File: src/rtl/dds_hop_ctrl.sv
// -----------------------------------------------------------------------------
// dds_hop_ctrl
//
// Frequency-hop sequencer for the DDS carrier generator that feeds the IQ/MSK
// modulator. A 4-entry table of phase-increment words is stepped through as a
// hop schedule. Each hop issues a DDS register write, waits SETTLE cycles for
// the DDS pipeline to produce a valid carrier, then holds mod_en high for the
// programmed dwell.
//
// Optional feature macro: DDS_HOP_PHASE_EN
//   Adds a 4 x 16-bit phase-offset table (written when cfg_phase_sel=1) and a
//   second LOAD cycle that writes {12'b0, phase[idx]} to DDS register 1.
//
// Parameters
//   PINC_W   phase-increment word width (DDS data bus)
//   DWELL_W  dwell counter width
//   SETTLE   DDS write-to-valid-carrier latency in cycles (>= 1)
//
// Ports
//   clk, rst_n         clock, synchronous active-low reset
//   cfg_we/addr/data   table write port, usable at any time
//   cfg_phase_sel      (DDS_HOP_PHASE_EN only) route writes to phase table
//   hop_len            active entries (0 -> 1, >4 -> 4)
//   dwell              mod_en cycles per hop (0 -> 1)
//   start / stop       begin hopping from entry 0 / abort to idle
//   dds_data/a/we      DDS register write port
//   mod_en             carrier valid, qualifies the modulator output
//   busy               high whenever not idle
//   hop_idx            table entry currently loaded
//   hop_strobe         pulses with each phase-increment write
// -----------------------------------------------------------------------------
module dds_hop_ctrl #(
  parameter int PINC_W  = 28,
  parameter int DWELL_W = 16,
  parameter int SETTLE  = 8
) (
  input  logic               clk,
  input  logic               rst_n,
  input  logic               cfg_we,
  input  logic [1:0]         cfg_addr,
  input  logic [PINC_W-1:0]  cfg_data,
`ifdef DDS_HOP_PHASE_EN
  input  logic               cfg_phase_sel,
`endif
  input  logic [2:0]         hop_len,
  input  logic [DWELL_W-1:0] dwell,
  input  logic               start,
  input  logic               stop,
  output logic [PINC_W-1:0]  dds_data,
  output logic [4:0]         dds_a,
  output logic               dds_we,
  output logic               mod_en,
  output logic               busy,
  output logic [1:0]         hop_idx,
  output logic               hop_strobe
);

  localparam int SET_W = $clog2(SETTLE + 1);
  // One counter serves both the settle and the dwell phase.
  localparam int CNT_W = (DWELL_W > SET_W) ? DWELL_W : SET_W;
  localparam logic [PINC_W-1:0] PINC_RST0 = PINC_W'(13421772);

  typedef enum logic [2:0] {
    S_IDLE,
    S_LOAD,
    S_LOAD2,
    S_SETTLE,
    S_DWELL
  } state_t;

  state_t              r_state;
  state_t              w_next;
  logic [CNT_W-1:0]    r_cnt;
  logic [1:0]          r_idx;
  logic [PINC_W-1:0]   r_pinc [4];
`ifdef DDS_HOP_PHASE_EN
  logic [15:0]         r_phase [4];
`endif
  logic [PINC_W-1:0]   r_dds_data;
  logic [4:0]          r_dds_a;

  logic [2:0]          w_eff_len;
  logic [DWELL_W-1:0]  w_eff_dwell;
  logic [1:0]          w_idx_next;
  logic                w_cnt_zero;

  assign w_eff_len   = (hop_len == 3'd0) ? 3'd1 :
                       (hop_len > 3'd4)  ? 3'd4 : hop_len;
  assign w_eff_dwell = (dwell == '0) ? DWELL_W'(1) : dwell;
  // Compare in 3 bits so an entry count of 4 wraps index 3 back to 0.
  assign w_idx_next  = (({1'b0, r_idx} + 3'd1) == w_eff_len) ? 2'd0 : r_idx + 2'd1;
  assign w_cnt_zero  = (r_cnt == '0);

  // Table storage; writes are accepted in every state.
  always_ff @(posedge clk) begin
    if (!rst_n) begin
      r_pinc[0] <= PINC_RST0;
      for (int i = 1; i < 4; i++) r_pinc[i] <= '0;
`ifdef DDS_HOP_PHASE_EN
      for (int i = 0; i < 4; i++) r_phase[i] <= '0;
`endif
    end else if (cfg_we) begin
`ifdef DDS_HOP_PHASE_EN
      if (cfg_phase_sel) r_phase[cfg_addr] <= cfg_data[15:0];
      else               r_pinc[cfg_addr]  <= cfg_data;
`else
      r_pinc[cfg_addr] <= cfg_data;
`endif
    end
  end

  // State register, hop counter/index and held DDS bus values.
  always_ff @(posedge clk) begin
    if (!rst_n) begin
      r_state    <= S_IDLE;
      r_cnt      <= '0;
      r_idx      <= 2'd0;
      r_dds_data <= '0;
      r_dds_a    <= 5'd0;
    end else begin
      r_state <= w_next;
      if (dds_we) begin
        r_dds_data <= dds_data;
        r_dds_a    <= dds_a;
      end
      case (r_state)
        S_IDLE: begin
          if (start && !stop) r_idx <= 2'd0;
        end
`ifdef DDS_HOP_PHASE_EN
        S_LOAD2: r_cnt <= CNT_W'(SETTLE - 1);
`else
        S_LOAD:  r_cnt <= CNT_W'(SETTLE - 1);
`endif
        S_SETTLE: begin
          // Dwell is sampled here, on entry to DWELL.
          if (w_cnt_zero) r_cnt <= CNT_W'(w_eff_dwell - DWELL_W'(1));
          else            r_cnt <= r_cnt - CNT_W'(1);
        end
        S_DWELL: begin
          // hop_len is sampled here; a stop on this edge keeps the index.
          if (w_cnt_zero) begin
            if (!stop) r_idx <= w_idx_next;
          end else begin
            r_cnt <= r_cnt - CNT_W'(1);
          end
        end
        default: ;
      endcase
    end
  end

  // Next state and DDS write port. The table is read combinationally in LOAD,
  // so a same-cycle cfg_we to that entry is only seen on the next visit.
  always_comb begin
    w_next     = r_state;
    dds_we     = 1'b0;
    hop_strobe = 1'b0;
    dds_data   = r_dds_data;
    dds_a      = r_dds_a;
    case (r_state)
      S_IDLE: begin
        if (start) w_next = S_LOAD;
      end
      S_LOAD: begin
        dds_we     = 1'b1;
        hop_strobe = 1'b1;
        dds_data   = r_pinc[r_idx];
        dds_a      = 5'd0;
`ifdef DDS_HOP_PHASE_EN
        w_next     = S_LOAD2;
`else
        w_next     = S_SETTLE;
`endif
      end
`ifdef DDS_HOP_PHASE_EN
      S_LOAD2: begin
        dds_we   = 1'b1;
        dds_data = PINC_W'(r_phase[r_idx]);
        dds_a    = 5'd1;
        w_next   = S_SETTLE;
      end
`endif
      S_SETTLE: begin
        if (w_cnt_zero) w_next = S_DWELL;
      end
      S_DWELL: begin
        if (w_cnt_zero) w_next = S_LOAD;
      end
      default: w_next = S_IDLE;
    endcase
    // stop overrides everything, including a same-cycle start.
    if (stop) w_next = S_IDLE;
  end

  assign mod_en  = (r_state == S_DWELL);
  assign busy    = (r_state != S_IDLE);
  assign hop_idx = r_idx;

endmodule

File: config.mk
export PLATFORM = sky130hd
export DESIGN_NAME = dds_hop_ctrl
export DESIGN_NICKNAME = d
export VERILOG_FILES = /design/src/rtl/dds_hop_ctrl.sv
export SDC_FILE = /design/constraint.sdc
export NUM_CORES = 1
export LEC_CHECK = 0
export ABC_AREA = 1
export CELL_PAD_IN_SITES_DETAIL_PLACEMENT = 0
export CELL_PAD_IN_SITES_GLOBAL_PLACEMENT = 1
export CORE_ASPECT_RATIO = 2
export CORE_UTILIZATION = 46
export CTS_BUF_LIST = sky130_fd_sc_hd__clkbuf_16
export DETAILED_ROUTE_END_ITERATION = 8
export HOLD_SLACK_MARGIN = 0.12
export PLACE_DENSITY = 0.89
export SLEW_MARGIN = 10
export SYNTH_ARGS = -nofsm -noshare
export SYNTH_HDL_FRONTEND = slang
export SYNTH_SLANG_ARGS = --single-unit
File: constraint.sdc
create_clock -name clk -period 7.08 [get_ports clk]
set_input_delay 1.416 -clock clk [delete_from_list [all_inputs] [get_ports clk]]
set_output_delay 1.416 -clock clk [all_outputs]
set_load 0.02 [all_outputs]
# Word-level counts from Yosys, hierarchy flattened
# Memories as Yosys holds them, arrays and structs flattened. A register that Yosys moved wholly into a read port is not among the register bits.
# Index checks and enable logic that the tools add are counted.
# totals
register_bits	54
latch_bits	0
mem_bits_rw	112
mem_bits_ro	0
wordCells	63
memories	1
# mem_list
name	depth	width	rd	rd_ports_with_merged_regs	wr	line	source
r_pinc	4	28	1	1	4	75	logic [PINC_W-1:0] r_pinc [4];
# op_classes
n_addsub	4
multipliers	0
n_div	0
magnitude_cmp	1
eq_ne	10
shift	0
muxes	27
bitwise_logic	1
n_reduce_logical	14
# ops
cell	n
2-to-1 mux 28 bit	2
2-to-1 mux 16 bit	3
case mux 16 bit (3 select lines)	1
zero test 16 bit	2
subtractor 16 x 1 -> 16 bit (second input constant)	2
OR reduction 28 bit	1
2-to-1 mux 3 bit	5
2-to-1 mux 2 bit	7
case mux 3 bit (4 select lines)	1
inequality test 2 bit (second input constant)	5
zero test 3 bit	2
2-to-1 mux 1 bit	6
nonzero test 3 bit	2
2-to-1 mux 5 bit	1
case mux 2 bit (2 select lines)	1
AND reduction 4 bit	1
adder 2 x 1 -> 3 bit (second input constant)	1
equality test 3 x 1 -> 1 bit (second input constant)	1
equality test 3 x 2 -> 1 bit (second input constant)	1
equality test 3 bit	1
equality test 3 bit (second input constant)	1
> comparator 3 bit (second input constant)	1
AND reduction 3 bit	1
adder 2 x 1 -> 2 bit (second input constant)	1
other kinds (7)	7

# Depth between registers and ports, before layout
# Gate-level depths: netlist of run 1.
# depth
word_depth	10
depth_mapped	15
depth_no_buf	15

# Worst setup path before layout of run 1
# No wires, ideal clock.
# synth_timing
path_kind	in2reg
startpoint	input port cfg_addr[0]
endpoint	memory r_pinc[2][0] (enable)
setup_time_ns	0.452
t_arrival_ns	3.734
slack_ns	2.894
stages	4
path_buffers	1
path_cell_list	inv_1 nand2_1 clkbuf_1 o21ai_0
# synth_rtl
element	line	source
start: declaration	40	input logic [1:0] cfg_addr,
end: declaration	75	

==> impl_metrics.prom, run 1 <==
# TYPE chip_impl_metric gauge
chip_impl_info{name="path_cells",value="buf_4, inv_2, o21ai_0, o22ai_1, nand2_1, nand2_1, clkdlybuf4s50_1"} 1
chip_impl_metric{name="final_antenna_net_count",unit=""} 0
chip_impl_metric{name="internal_power",unit="mW"} 1.76
chip_impl_metric{name="numCtsBuffers",unit=""} 17
chip_impl_info{name="tritoncts",value="built"} 1
chip_impl_metric{name="timing.max_slew.rel_slack",unit="%"} 19.9
chip_impl_info{name="crit_type",value="reg -> out"} 1
chip_impl_metric{name="worstHoldPathCells",unit=""} 2
chip_impl_metric{name="netlist_area",unit="sq um"} 8140
chip_impl_metric{name="fin_crit",unit="ps"} 4480
chip_impl_metric{name="vdd.ir_drop.worst",unit="mV"} 0.172
chip_impl_metric{name="asyncSetResetFlopFracSynth",unit="%"} 0
chip_impl_metric{name="h-tree-depth",unit=""} 4
chip_impl_metric{name="leakage_component_of_the_power",unit="nW"} 4.01
chip_impl_metric{name="worstPathRequired",unit="ps"} 5660
chip_impl_metric{name="max_clock_freq",unit="GHz"} 0.223
chip_impl_metric{name="layout.nets",unit=""} 1097
chip_impl_metric{name="route.vias.total",unit=""} 6828
chip_impl_metric{name="post_synthesis_net_count",unit=""} 1025
chip_impl_metric{name="cap_violations",unit=""} 0
chip_impl_info{name="critPathCaptureType",value="output port"} 1
chip_impl_metric{name="floorplan.initialDensity",unit="%"} 47.1
chip_impl_metric{name="grt_antenna_before_repair",unit=""} 0
chip_impl_metric{name="drive_above_1_share",unit="%"} 7.70
chip_impl_metric{name="cp.depth",unit=""} 7
chip_impl_metric{name="overflow_left_after_global_routing",unit=""} 0
chip_impl_metric{name="clk_latency",unit="ps"} 430
chip_impl_metric{name="avgViaCountPerCell",unit=""} 5.41
chip_impl_info{name="final_cell_mix",value="192 x sky130_fd_sc_hd__nand2_1, 190 x sky130_fd_sc_hd__nor2_1, 112 x sky130_fd_sc_hd__edfxtp_1"} 1
chip_impl_metric{name="grt_start_max_net_pins",unit=""} 58
chip_impl_info{name="rsz0062_at_grt",value="no"} 1
chip_impl_metric{name="edff_count_synth",unit=""} 112
chip_impl_metric{name="io_pins",unit=""} 93
chip_impl_metric{name="cp_slowest_stage_delay",unit="ps"} 730
chip_impl_metric{name="core-area",unit="sq um"} 17300
chip_impl_metric{name="horizontal_die_dimension",unit="um"} 96.1
chip_impl_metric{name="dp_hpwl",unit="mm"} 14.4
chip_impl_metric{name="netSwitchingPower",unit="uW"} 651
chip_impl_info{name="hold_path_class",value="reg -> reg"} 1
chip_impl_metric{name="clk_path_buf_depth",unit=""} 2
chip_impl_metric{name="layout.cells.non_filler",unit=""} 1262
chip_impl_metric{name="seqCellArea",unit="sq um"} 4490
chip_impl_metric{name="io_buffer_count",unit=""} 92
chip_impl_metric{name="multi_input_logic_area",unit="sq um"} 3130
chip_impl_metric{name="regToRegSetupSlack",unit="ps"} 4670
chip_impl_info{name="cp_slowest_cell",value="sky130_fd_sc_hd__inv_2"} 1
chip_impl_info{name="endpoint_of_the_worst_setup_timing_path",value="dds_data[9]"} 1
chip_impl_metric{name="first_global_vias",unit=""} 6741
chip_impl_metric{name="cts_hold_buffers",unit=""} 0
chip_impl_metric{name="antenna_cells_inserted",unit=""} 0
chip_impl_metric{name="die_area",unit="sq um"} 18300
chip_impl_metric{name="worstMarginPinSlew",unit="ps"} 1200
chip_impl_metric{name="detailedRoute.firstIterationViolations",unit=""} 438
chip_impl_info{name="worst_path_most_repeated_cell",value="sky130_fd_sc_hd__nand2_1"} 1
chip_impl_metric{name="postSynthRegisterBits",unit=""} 168
chip_impl_metric{name="number_of_instances_in_the_placed_design",unit=""} 1230
chip_impl_metric{name="finalHoldViolCount",unit=""} 0
chip_impl_metric{name="cts_setup_buffers",unit=""} 0
chip_impl_metric{name="area_growth_syn_to_layout",unit="%"} 20.0
chip_impl_metric{name="cts_resized",unit=""} 0
chip_impl_metric{name="clock_skew",unit="ps"} 9.15
chip_impl_metric{name="drc",unit=""} 0
chip_impl_metric{name="postSynthAreaPerCell",unit="sq um"} 8.42
chip_impl_metric{name="hold-worst-slack",unit="ps"} 447
chip_impl_info{name="critical_path.reg2reg.startpoint",value="r_state[1]$_SDFFE_PP0P_"} 1
chip_impl_info{name="run_status",value="finished, final reports clean"} 1
chip_impl_metric{name="timing.critical_path.buf_inv",unit=""} 3
chip_impl_metric{name="core.rowCount",unit=""} 68
chip_impl_metric{name="power.share.clock",unit="%"} 38.9
chip_impl_metric{name="drtPass1Iterations",unit=""} 5
chip_impl_metric{name="p_per_area",unit="nW/um^2"} 247
chip_impl_info{name="gate_family_responsible_for_the_most_delay_along_the_worst_path",value="buffers and inverters"} 1
chip_impl_metric{name="detail_route.wl_per_cell",unit="um"} 16.8
chip_impl_metric{name="final.fill_count",unit=""} 1621
chip_impl_metric{name="cp.arrival",unit="ps"} 3060
chip_impl_metric{name="power_frac_seq",unit="%"} 47.1
chip_impl_metric{name="netlist_instances",unit=""} 967
chip_impl_metric{name="finalWirelength",unit="mm"} 21.1
chip_impl_metric{name="timing.final.setup_violations",unit=""} 0
chip_impl_metric{name="min_period_over_period",unit="%"} 63.2
chip_impl_metric{name="r2r_cells",unit=""} 10
chip_impl_metric{name="share_comb_of_total_power",unit="%"} 14.0
chip_impl_metric{name="cts.clk_slew.worst_paths",unit="ps"} 70
chip_impl_info{name="capturing_point_of_the_worst_reg2reg_path",value="r_cnt[2]$_SDFFE_PN0P_"} 1
chip_impl_metric{name="place.gp.congestion",unit=""} 0.857
chip_impl_metric{name="maximum_fanout_encountered_on_the_critical_timing_path",unit=""} 57
chip_impl_metric{name="netSwitchingFraction",unit="%"} 27.0
chip_impl_metric{name="setup-tns-final",unit="ps"} 0
chip_impl_info{name="critPathLaunchType",value="flop"} 1
chip_impl_metric{name="grtUsageTotal",unit="%"} 24.4
chip_impl_metric{name="die_h",unit="um"} 190
chip_impl_metric{name="cts.sink_count",unit=""} 168
chip_impl_info{name="clk_root_buffer_cell",value="sky130_fd_sc_hd__clkbuf_16"} 1
chip_impl_metric{name="timing_max_transition_violations_final",unit=""} 0
chip_impl_info{name="layout.cells.most_common",value="sky130_fd_sc_hd__nand2_1"} 1
chip_impl_metric{name="ys_warn_count",unit=""} 0
chip_impl_metric{name="ys_types",unit=""} 39
chip_impl_metric{name="grt_first_pass_wirelength",unit="mm"} 33.0
chip_impl_info{name="ys_dominant_reg_cell",value="sky130_fd_sc_hd__edfxtp_1"} 1
chip_impl_metric{name="synth.yosys.seq_area_share",unit="%"} 55.1
[metal layers]
layer	track usage (%)	vias to the layer above	routed length [um]
li1	-	3353	-
met1	24.4	3219	7380
met2	46.2	199	12100
met3	3.52	57	716
met4	13.1	0	976
met5	0	-	0
[power groups by stage]
| stage | Combinational, mW | Sequential (mW) | Clock (mW) |
|---|---|---|---|
| after floorplan | 0.214 | 1.15 | 0 |
| after global placement | 0.334 | 1.15 | 0 |
| after detailed placement | 0.336 | 1.16 | 0 |
| after CTS | 0.338 | 1.13 | 0.946 |
| after global routing | 0.368 | 1.14 | 0.986 |
| final | 0.337 | 1.13 | 0.938 |
[area by class of cell]
cell class                      count  area share [%]
Clock buffer                       17            4.35
Clock inverter                     15            1.69
Inverter                           83            3.21
Multi-Input combinational cell    667            32.0
Sequential cell                   168            45.9
Tap cell                          210            2.69
Timing Repair Buffer              102            10.2
[worst min-delay path by stage]
stage                                 start                 endpoint  slack (ps)
floorplan           r_dds_a[0]$_SDFFE_PN0P_  r_dds_a[0]$_SDFFE_PN0P_         430
global placement    r_dds_a[4]$_SDFFE_PN0P_  r_dds_a[4]$_SDFFE_PN0P_         430
detailed placement  r_dds_a[2]$_SDFFE_PN0P_  r_dds_a[2]$_SDFFE_PN0P_         440
CTS                 r_dds_a[2]$_SDFFE_PN0P_  r_dds_a[2]$_SDFFE_PN0P_         450
global route        r_dds_a[0]$_SDFFE_PN0P_  r_dds_a[0]$_SDFFE_PN0P_         470
finish              r_dds_a[0]$_SDFFE_PN0P_  r_dds_a[0]$_SDFFE_PN0P_         450
[cells in the mapped netlist (6+ instances only)]
cell	instances	area share, %
sky130_fd_sc_hd__o21ai_0	65	4.0
sky130_fd_sc_hd__o21ai_1	16	0.98
sky130_fd_sc_hd__o22ai_1	28	2.2
sky130_fd_sc_hd__clkbuf_1	28	1.3
sky130_fd_sc_hd__nor2_2	6	0.46
sky130_fd_sc_hd__nand4_1	10	0.77
sky130_fd_sc_hd__inv_1	72	3.3
sky130_fd_sc_hd__nand3_1	22	1.4
sky130_fd_sc_hd__dfxtp_1	56	14
sky130_fd_sc_hd__inv_2	8	0.37
sky130_fd_sc_hd__a21oi_1	50	3.1
sky130_fd_sc_hd__nor2_1	191	8.8
sky130_fd_sc_hd__edfxtp_1	112	41
sky130_fd_sc_hd__xnor2_1	8	0.86
sky130_fd_sc_hd__buf_2	10	0.61
sky130_fd_sc_hd__nand2_1	193	8.9
sky130_fd_sc_hd__xor2_1	12	1.3
sky130_fd_sc_hd__nor3_1	29	1.8
[tightest hold or removal path, stage by stage (launching register included)]
cell	delay, ps
sky130_fd_sc_hd__dfxtp_1	300
sky130_fd_sc_hd__nand2_1	70
sky130_fd_sc_hd__nor2_1	40
[per-stage QoR]
stage	cell area [sq um]	power [mW]	worst slack [ps]	util, %
final	9770	2.41	2600	56.6
after global routing	9770	2.49	2410	56.6
after CTS	9770	2.42	2610	56.6
after detailed placement	9180	1.49	2650	53.2
after global placement	9180	1.49	2730	53.2
after floorplan	8140	1.36	2890	-
[state kept, by name (all words and copies together), names as in the netlist, named ones only]
name        count
r_pinc        112
r_dds_data     28
r_cnt          16
r_dds_a         5
r_state         3
hop_idx         2
[logic make-up (layout without fill, tap and decap cells)]
logic type	count (synthesis)	in the layout	synth area share, %
xor gates and xnor gates	20	20	2.15
buffers and inverters	132	217	6.65
and+or+nand+nor	468	468	23.8
AOI/OAI and AO/OA	175	175	11.7
adders and majority gates	4	4	0.615
DFF	168	168	55.1
Power figures use the tool's default switching activity.
==> run 2: changes to the inputs <==
--- a/config.mk
+++ b/config.mk
@@ -9,11 +9,11 @@
 export CELL_PAD_IN_SITES_DETAIL_PLACEMENT = 0
 export CELL_PAD_IN_SITES_GLOBAL_PLACEMENT = 1
 export CORE_ASPECT_RATIO = 2
-export CORE_UTILIZATION = 46
+export CORE_UTILIZATION = 38
 export CTS_BUF_LIST = sky130_fd_sc_hd__clkbuf_16
 export DETAILED_ROUTE_END_ITERATION = 8
 export HOLD_SLACK_MARGIN = 0.12
-export PLACE_DENSITY = 0.89
+export PLACE_DENSITY = 0.79
 export SLEW_MARGIN = 10
 export SYNTH_ARGS = -nofsm -noshare
 export SYNTH_HDL_FRONTEND = slang
==> constraint.sdc (replaced) <==
create_clock -name clk -period 3.75 [get_ports clk]
set_input_delay 0.75 -clock clk [delete_from_list [all_inputs] [get_ports clk]]
set_output_delay 0.75 -clock clk [all_outputs]
set_load 0.02 [all_outputs]
==> impl_metrics.prom, run 2 (same netlist as run 1, synthesis figures left out) <==
# TYPE chip_impl_metric gauge
chip_impl_info{name="path_cells",value="buf_4, o21ai_0, o22ai_1, nand2_1, nand2_1, clkdlybuf4s50_1"} 1
chip_impl_metric{name="final.fill_count",unit=""} 2096
chip_impl_metric{name="cts.sink_count",unit=""} 168
chip_impl_metric{name="min_period_over_period",unit="%"} 91.6
chip_impl_metric{name="largest_register_ffs",unit=""} 112
chip_impl_metric{name="grt_use_met1",unit="%"} 20.6
chip_impl_info{name="crit_type",value="reg -> out"} 1
chip_impl_metric{name="floorplan.initialDensity",unit="%"} 38.7
chip_impl_info{name="rsz0062_at_grt",value="no"} 1
chip_impl_metric{name="io_pins",unit=""} 93
chip_impl_metric{name="core.rowCount",unit=""} 75
chip_impl_info{name="critPathCaptureType",value="output port"} 1
chip_impl_metric{name="cap_violations",unit=""} 0
chip_impl_metric{name="worstPathRequired",unit="ps"} 3000
chip_impl_metric{name="first_global_vias",unit=""} 6746
chip_impl_metric{name="finalHoldViolCount",unit=""} 0
chip_impl_metric{name="drtPass1Iterations",unit=""} 5
chip_impl_metric{name="grt_start_max_net_pins",unit=""} 39
chip_impl_info{name="cp_slowest_cell",value="sky130_fd_sc_hd__clkdlybuf4s50_1"} 1
chip_impl_info{name="regMostFlops",value="r_pinc"} 1
chip_impl_metric{name="core-area",unit="sq um"} 21000
chip_impl_metric{name="dp_hpwl",unit="mm"} 15.0
chip_impl_metric{name="avgViaCountPerCell",unit=""} 5.05
chip_impl_metric{name="cp.arrival",unit="ps"} 2680
chip_impl_metric{name="timing_max_transition_violations_final",unit=""} 0
chip_impl_info{name="grt_most_used_layer",value="met2"} 1
chip_impl_metric{name="cts.clk_slew.worst_paths",unit="ps"} 60
chip_impl_metric{name="die_area",unit="sq um"} 22100
chip_impl_metric{name="cp_slowest_stage_delay",unit="ps"} 600
chip_impl_metric{name="route.vias.total",unit=""} 6713
chip_impl_info{name="worst_path_most_repeated_cell",value="sky130_fd_sc_hd__nand2_1"} 1
chip_impl_info{name="largest_registers",value="r_pinc: 112 flops, r_dds_data: 28 flops, r_cnt: 16 flops"} 1
chip_impl_info{name="critPathLaunchType",value="flop"} 1
chip_impl_metric{name="clk_path_buf_depth",unit=""} 2
chip_impl_metric{name="cts_hold_buffers",unit=""} 0
chip_impl_metric{name="minimum_setup_slack_after_placement",unit="ps"} 553
chip_impl_metric{name="finalWirelength",unit="mm"} 21.8
chip_impl_metric{name="overflow_left_after_global_routing",unit=""} 0
chip_impl_metric{name="groute.layer.met3.usage",unit="%"} 3.03
chip_impl_metric{name="hold-worst-slack",unit="ps"} 446
chip_impl_metric{name="area_growth_syn_to_layout",unit="%"} 21.1
chip_impl_metric{name="grt_first_pass_wirelength",unit="mm"} 34.5
chip_impl_metric{name="detail_route.wl_per_cell",unit="um"} 16.4
chip_impl_metric{name="detailedRoute.firstIterationViolations",unit=""} 332
chip_impl_metric{name="h-tree-depth",unit=""} 4
chip_impl_metric{name="layout.nets",unit=""} 1104
chip_impl_info{name="tritoncts",value="built"} 1
chip_impl_metric{name="fin_crit",unit="ps"} 3430
chip_impl_metric{name="maximum_fanout_encountered_on_the_critical_timing_path",unit=""} 36
chip_impl_metric{name="antenna_cells_inserted",unit=""} 0
chip_impl_metric{name="p_per_area",unit="nW/um^2"} 447
chip_impl_metric{name="final_area",unit="sq um"} 9860
chip_impl_metric{name="leakage_component_of_the_power",unit="nW"} 4.02
chip_impl_metric{name="max_clock_freq",unit="GHz"} 0.291
chip_impl_metric{name="met2_routing_resource_usage_after_global_routing",unit="%"} 40.1
chip_impl_metric{name="place.gp.congestion",unit=""} 0.965
chip_impl_metric{name="worst_slack",unit="ps"} 315
chip_impl_metric{name="worstMarginPinSlew",unit="ps"} 700
chip_impl_info{name="run_status",value="finished, final reports clean"} 1
chip_impl_metric{name="drive_above_1_share",unit="%"} 8.12
chip_impl_info{name="clk_root_buffer_cell",value="sky130_fd_sc_hd__clkbuf_16"} 1
chip_impl_info{name="hold_path_class",value="reg -> reg"} 1
chip_impl_metric{name="postPlaceCellArea",unit="sq um"} 9310
chip_impl_metric{name="die_h",unit="um"} 209
chip_impl_metric{name="timing.final.setup_violations",unit=""} 0
chip_impl_metric{name="io_buffer_count",unit=""} 92
chip_impl_metric{name="cts_resized",unit=""} 0
chip_impl_metric{name="drc",unit=""} 0
chip_impl_metric{name="vdd.ir_drop.worst",unit="mV"} 0.228
chip_impl_metric{name="grtUsageTotal",unit="%"} 20.6
chip_impl_metric{name="numCtsBuffers",unit=""} 17
chip_impl_metric{name="clock_skew",unit="ps"} 6.84
chip_impl_metric{name="horizontal_die_dimension",unit="um"} 106
chip_impl_metric{name="grt_antenna_before_repair",unit=""} 0
chip_impl_metric{name="setup-tns-final",unit="ps"} 0
chip_impl_metric{name="cts_setup_buffers",unit=""} 0
chip_impl_metric{name="timing.max_slew.rel_slack",unit="%"} 53.3
chip_impl_metric{name="final_antenna_net_count",unit=""} 0
chip_impl_metric{name="clk_latency",unit="ps"} 420
chip_impl_info{name="layout.cells.most_common",value="sky130_fd_sc_hd__nand2_1"} 1
chip_impl_info{name="final_cell_mix",value="192 x sky130_fd_sc_hd__nand2_1, 190 x sky130_fd_sc_hd__nor2_1, 112 x sky130_fd_sc_hd__edfxtp_1"} 1
run 2: changes by cell type in the layout (fill, tap and decap cells not counted), sizes merged:
cell	before	now
buf	10	17
clkinvlp	4	7
bufinv	2	0
inv	87	85
clkbuf	17	18
run 2: metal layers:
| metal | share of wire [%] | vias up | routed length [um] |
|---|---|---|---|
| met5 | 0 | - | 0 |
| met4 | 4.4 | 0 | 967 |
| met3 | 3.7 | 46 | 800 |
| met2 | 56 | 170 | 12300 |
| met1 | 36 | 3131 | 7740 |
| li1 | - | 3366 | - |
run 2: stage by stage:
stage | power [mW] | utilization [%] | instances
3_3_place_gp | 2.82 | 44.3 | 1296
6_report | 4.40 | 46.9 | 1328
3_5_place_dp | 2.82 | 44.3 | 1296
5_1_grt | 4.58 | 46.9 | 1328
4_1_cts | 4.44 | 46.9 | 1328
2_1_floorplan | 2.57 | - | 967
run 2: area by class of cell:
type / instances / area [sq um] / area share (%)
well taps: 269 / 337 / 3.41
inverters: 83 / 314 / 3.18
clock inverters: 14 / 100 / 1.02
repair buffers: 109 / 1050 / 10.6
clock buffers: 18 / 450 / 4.57
multi-input cells: 667 / 3130 / 31.7
flip-flops and latches: 168 / 4490 / 45.5
run 2: path summary, 6_finish.rpt:
kind | slack, ps | endpoint | cells after the start | start
hold / removal | 450 | r_dds_a[3]$_SDFFE_PN0P_ | 2 | r_dds_a[3]$_SDFFE_PN0P_
setup reg to reg | 1360 | r_cnt[2]$_SDFFE_PN0P_ | 11 | r_state[1]$_SDFFE_PP0P_
hold reg to reg | 450 | r_dds_a[3]$_SDFFE_PN0P_ | 2 | r_dds_a[3]$_SDFFE_PN0P_
setup / recovery | 320 | dds_data[5] | 6 | flop
run 2: where the power goes:
part,switching (mW),internal [mW]
registers,0.0426,2.10
logic,0.411,0.230
clock network,0.737,0.887
run 2: worst max-delay path, delay by kind of cell, from the launching register on:
family	cells	cell delay [ps]
buf+inv	2	1030
flops	1	570
compound gates	2	440
simple gates	2	200
==> run 3: changes to the inputs <==
--- a/config.mk
+++ b/config.mk
@@ -13,7 +13,8 @@
 export CTS_BUF_LIST = sky130_fd_sc_hd__clkbuf_16
 export DETAILED_ROUTE_END_ITERATION = 8
 export HOLD_SLACK_MARGIN = 0.12
-export PLACE_DENSITY = 0.79
+export PLACE_DENSITY = 0.73
+export SKIP_CTS_REPAIR_TIMING = 1
 export SLEW_MARGIN = 10
 export SYNTH_ARGS = -nofsm -noshare
 export SYNTH_HDL_FRONTEND = slang
==> impl_metrics.prom, run 3 (same netlist as run 1, synthesis figures left out) <==
# TYPE chip_impl_metric gauge
chip_impl_info{name="run_status",value="finished, final reports clean"} 1
chip_impl_metric{name="timing_max_transition_violations_final",unit=""} 0
chip_impl_metric{name="overflow_left_after_global_routing",unit=""} 0
chip_impl_metric{name="fin_util",unit="%"} 47.7
chip_impl_metric{name="clock_skew",unit="ps"} 9.02
chip_impl_metric{name="hold-worst-slack",unit="ps"} 446
chip_impl_metric{name="finalWirelength",unit="mm"} 22.5
chip_impl_metric{name="worstMarginPinSlew",unit="ps"} 718
chip_impl_metric{name="place.gp.congestion",unit=""} 0.882
chip_impl_metric{name="cts.sink_count",unit=""} 168
chip_impl_metric{name="die_area",unit="sq um"} 22100
chip_impl_metric{name="finalHoldViolCount",unit=""} 0
chip_impl_metric{name="drc",unit=""} 0
chip_impl_info{name="layout.cells.most_common",value="sky130_fd_sc_hd__nand2_1"} 1
chip_impl_metric{name="area_growth_syn_to_layout",unit="%"} 23.2
chip_impl_metric{name="max_clock_freq",unit="GHz"} 0.306
chip_impl_metric{name="groute.layer.met3.usage",unit="%"} 3.68
chip_impl_metric{name="clk_latency",unit="ps"} 430
chip_impl_metric{name="dp_hpwl",unit="mm"} 15.5
chip_impl_metric{name="core.rowCount",unit=""} 75
chip_impl_metric{name="vdd.ir_drop.worst",unit="mV"} 0.381
chip_impl_info{name="clk_root_buffer_cell",value="sky130_fd_sc_hd__clkbuf_16"} 1
chip_impl_info{name="rsz0062_at_grt",value="no"} 1
chip_impl_metric{name="grtUsageTotal",unit="%"} 21.5
chip_impl_metric{name="horizontal_die_dimension",unit="um"} 106
chip_impl_metric{name="timing.final.setup_violations",unit=""} 0
chip_impl_metric{name="setup-tns-final",unit="ps"} 0
chip_impl_metric{name="worstPathRequired",unit="ps"} 3000
chip_impl_metric{name="antenna_cells_inserted",unit=""} 0
chip_impl_metric{name="met2_routing_resource_usage_after_global_routing",unit="%"} 42.1
chip_impl_info{name="hold_path_class",value="reg -> reg"} 1
chip_impl_info{name="largest_registers",value="r_pinc: 112 flops, r_dds_data: 28 flops, r_cnt: 16 flops"} 1
chip_impl_metric{name="final_antenna_net_count",unit=""} 0
chip_impl_metric{name="leakage_component_of_the_power",unit="nW"} 4.12
chip_impl_metric{name="cap_violations",unit=""} 0
chip_impl_info{name="final_cell_mix",value="192 x sky130_fd_sc_hd__nand2_1, 190 x sky130_fd_sc_hd__nor2_1, 112 x sky130_fd_sc_hd__edfxtp_1"} 1
chip_impl_metric{name="die_h",unit="um"} 209
chip_impl_metric{name="io_buffer_count",unit=""} 92
chip_impl_metric{name="r2r_cells",unit=""} 10
chip_impl_metric{name="detailedRoute.firstIterationViolations",unit=""} 282
chip_impl_metric{name="drive_above_1_share",unit="%"} 8.45
chip_impl_metric{name="grt_antenna_before_repair",unit=""} 0
chip_impl_metric{name="layout.nets",unit=""} 1110
chip_impl_info{name="regMostFlops",value="r_pinc"} 1
chip_impl_metric{name="cp.arrival",unit="ps"} 2520
chip_impl_metric{name="largest_register_ffs",unit=""} 112
chip_impl_metric{name="grt_start_max_net_pins",unit=""} 57
chip_impl_metric{name="route.vias.total",unit=""} 6738
chip_impl_metric{name="grt_first_pass_wirelength",unit="mm"} 35.8
chip_impl_metric{name="drtPass1Iterations",unit=""} 5
chip_impl_metric{name="cts.clk_slew.worst_paths",unit="ps"} 60
chip_impl_metric{name="fin_crit",unit="ps"} 3270
chip_impl_info{name="critPathCaptureType",value="output port"} 1
chip_impl_metric{name="detail_route.wl_per_cell",unit="um"} 16.9
chip_impl_metric{name="worstHoldPathCells",unit=""} 2
chip_impl_metric{name="core-area",unit="sq um"} 21000
chip_impl_metric{name="min_period_over_period",unit="%"} 87.1
chip_impl_metric{name="io_pins",unit=""} 93
chip_impl_metric{name="p_per_area",unit="nW/um^2"} 480
chip_impl_info{name="crit_type",value="reg -> out"} 1
chip_impl_metric{name="floorplan.initialDensity",unit="%"} 38.7
chip_impl_info{name="tritoncts",value="built"} 1
chip_impl_metric{name="avgViaCountPerCell",unit=""} 5.05
chip_impl_info{name="critPathLaunchType",value="flop"} 1
chip_impl_metric{name="maximum_fanout_encountered_on_the_critical_timing_path",unit=""} 56
chip_impl_metric{name="clk_path_buf_depth",unit=""} 2
chip_impl_metric{name="grt_use_met1",unit="%"} 21.1
chip_impl_info{name="grt_most_used_layer",value="met2"} 1
chip_impl_metric{name="first_global_vias",unit=""} 6824
chip_impl_metric{name="timing.max_slew.rel_slack",unit="%"} 52.1
chip_impl_metric{name="h-tree-depth",unit=""} 4
chip_impl_metric{name="numCtsBuffers",unit=""} 17
-- run 3: changes by cell type in the layout (fill, tap and decap cells not counted) --
cell,previous run,this run
sky130_fd_sc_hd__bufinv_16,0,7
sky130_fd_sc_hd__clkinvlp_4,7,1
sky130_fd_sc_hd__clkinv_1,3,5
sky130_fd_sc_hd__buf_4,17,23
sky130_fd_sc_hd__inv_6,3,1
sky130_fd_sc_hd__clkbuf_16,18,17
-- run 3: layout make-up --
| type | instances | area (sq um) |
|---|---|---|
| inverters | 83 | 314 |
| clock inverters | 15 | 255 |
| flip-flops and latches | 168 | 4490 |
| well taps | 269 | 337 |
| clock buffers | 17 | 425 |
| repair buffers | 115 | 1090 |
| multi-input cells | 667 | 3130 |
| fillers | 2099 | 11000 |
-- run 3: critical path, stage by stage, from the launching register on --
cell                              delay, ps
sky130_fd_sc_hd__dfxtp_2                330
sky130_fd_sc_hd__buf_4                  490
sky130_fd_sc_hd__o21ai_0                180
sky130_fd_sc_hd__o22ai_1                270
sky130_fd_sc_hd__nand2_1                110
sky130_fd_sc_hd__nand2_1                 80
sky130_fd_sc_hd__clkdlybuf4s50_1        600
-- run 3: worst paths after layout --
kind / from / to / slack [ps]
worst max-delay path: flop / dds_data[9] / 480
worst max register to register: r_cnt[0]$_SDFFE_PN0P_ / flop / 1630
worst min register to register: r_dds_a[2]$_SDFFE_PN0P_ / r_dds_a[2]$_SDFFE_PN0P_ / 450
worst min-delay path: r_dds_a[2]$_SDFFE_PN0P_ / r_dds_a[2]$_SDFFE_PN0P_ / 450
-- run 3: stage by stage --
step	power, mW	setup slack (ps)	std cells	cell area, sq um
after floorplan	2.57	230	967	8140
after global placement	2.83	536	1302	9360
after detailed placement	2.83	492	1302	9360
after CTS	4.85	418	1334	10000
after global routing	4.98	287	1334	10000
final	4.81	483	1334	10000
-- run 3: routing by layer --
| layer | routed length, um | vias up |
|---|---|---|
| li1 | - | 3375 |
| met4 | 938 | 0 |
| met3 | 632 | 53 |
| met1 | 8000 | 3168 |
| met5 | 0 | - |
| met2 | 13000 | 142 |
-- run 3: where the power goes --
| part | internal [mW] | leakage, nW | switching (mW) |
|---|---|---|---|
| registers | 2.10 | 1.55 | 0.0420 |
| clock network | 1.31 | 0.331 | 0.718 |
| logic | 0.234 | 2.24 | 0.414 |
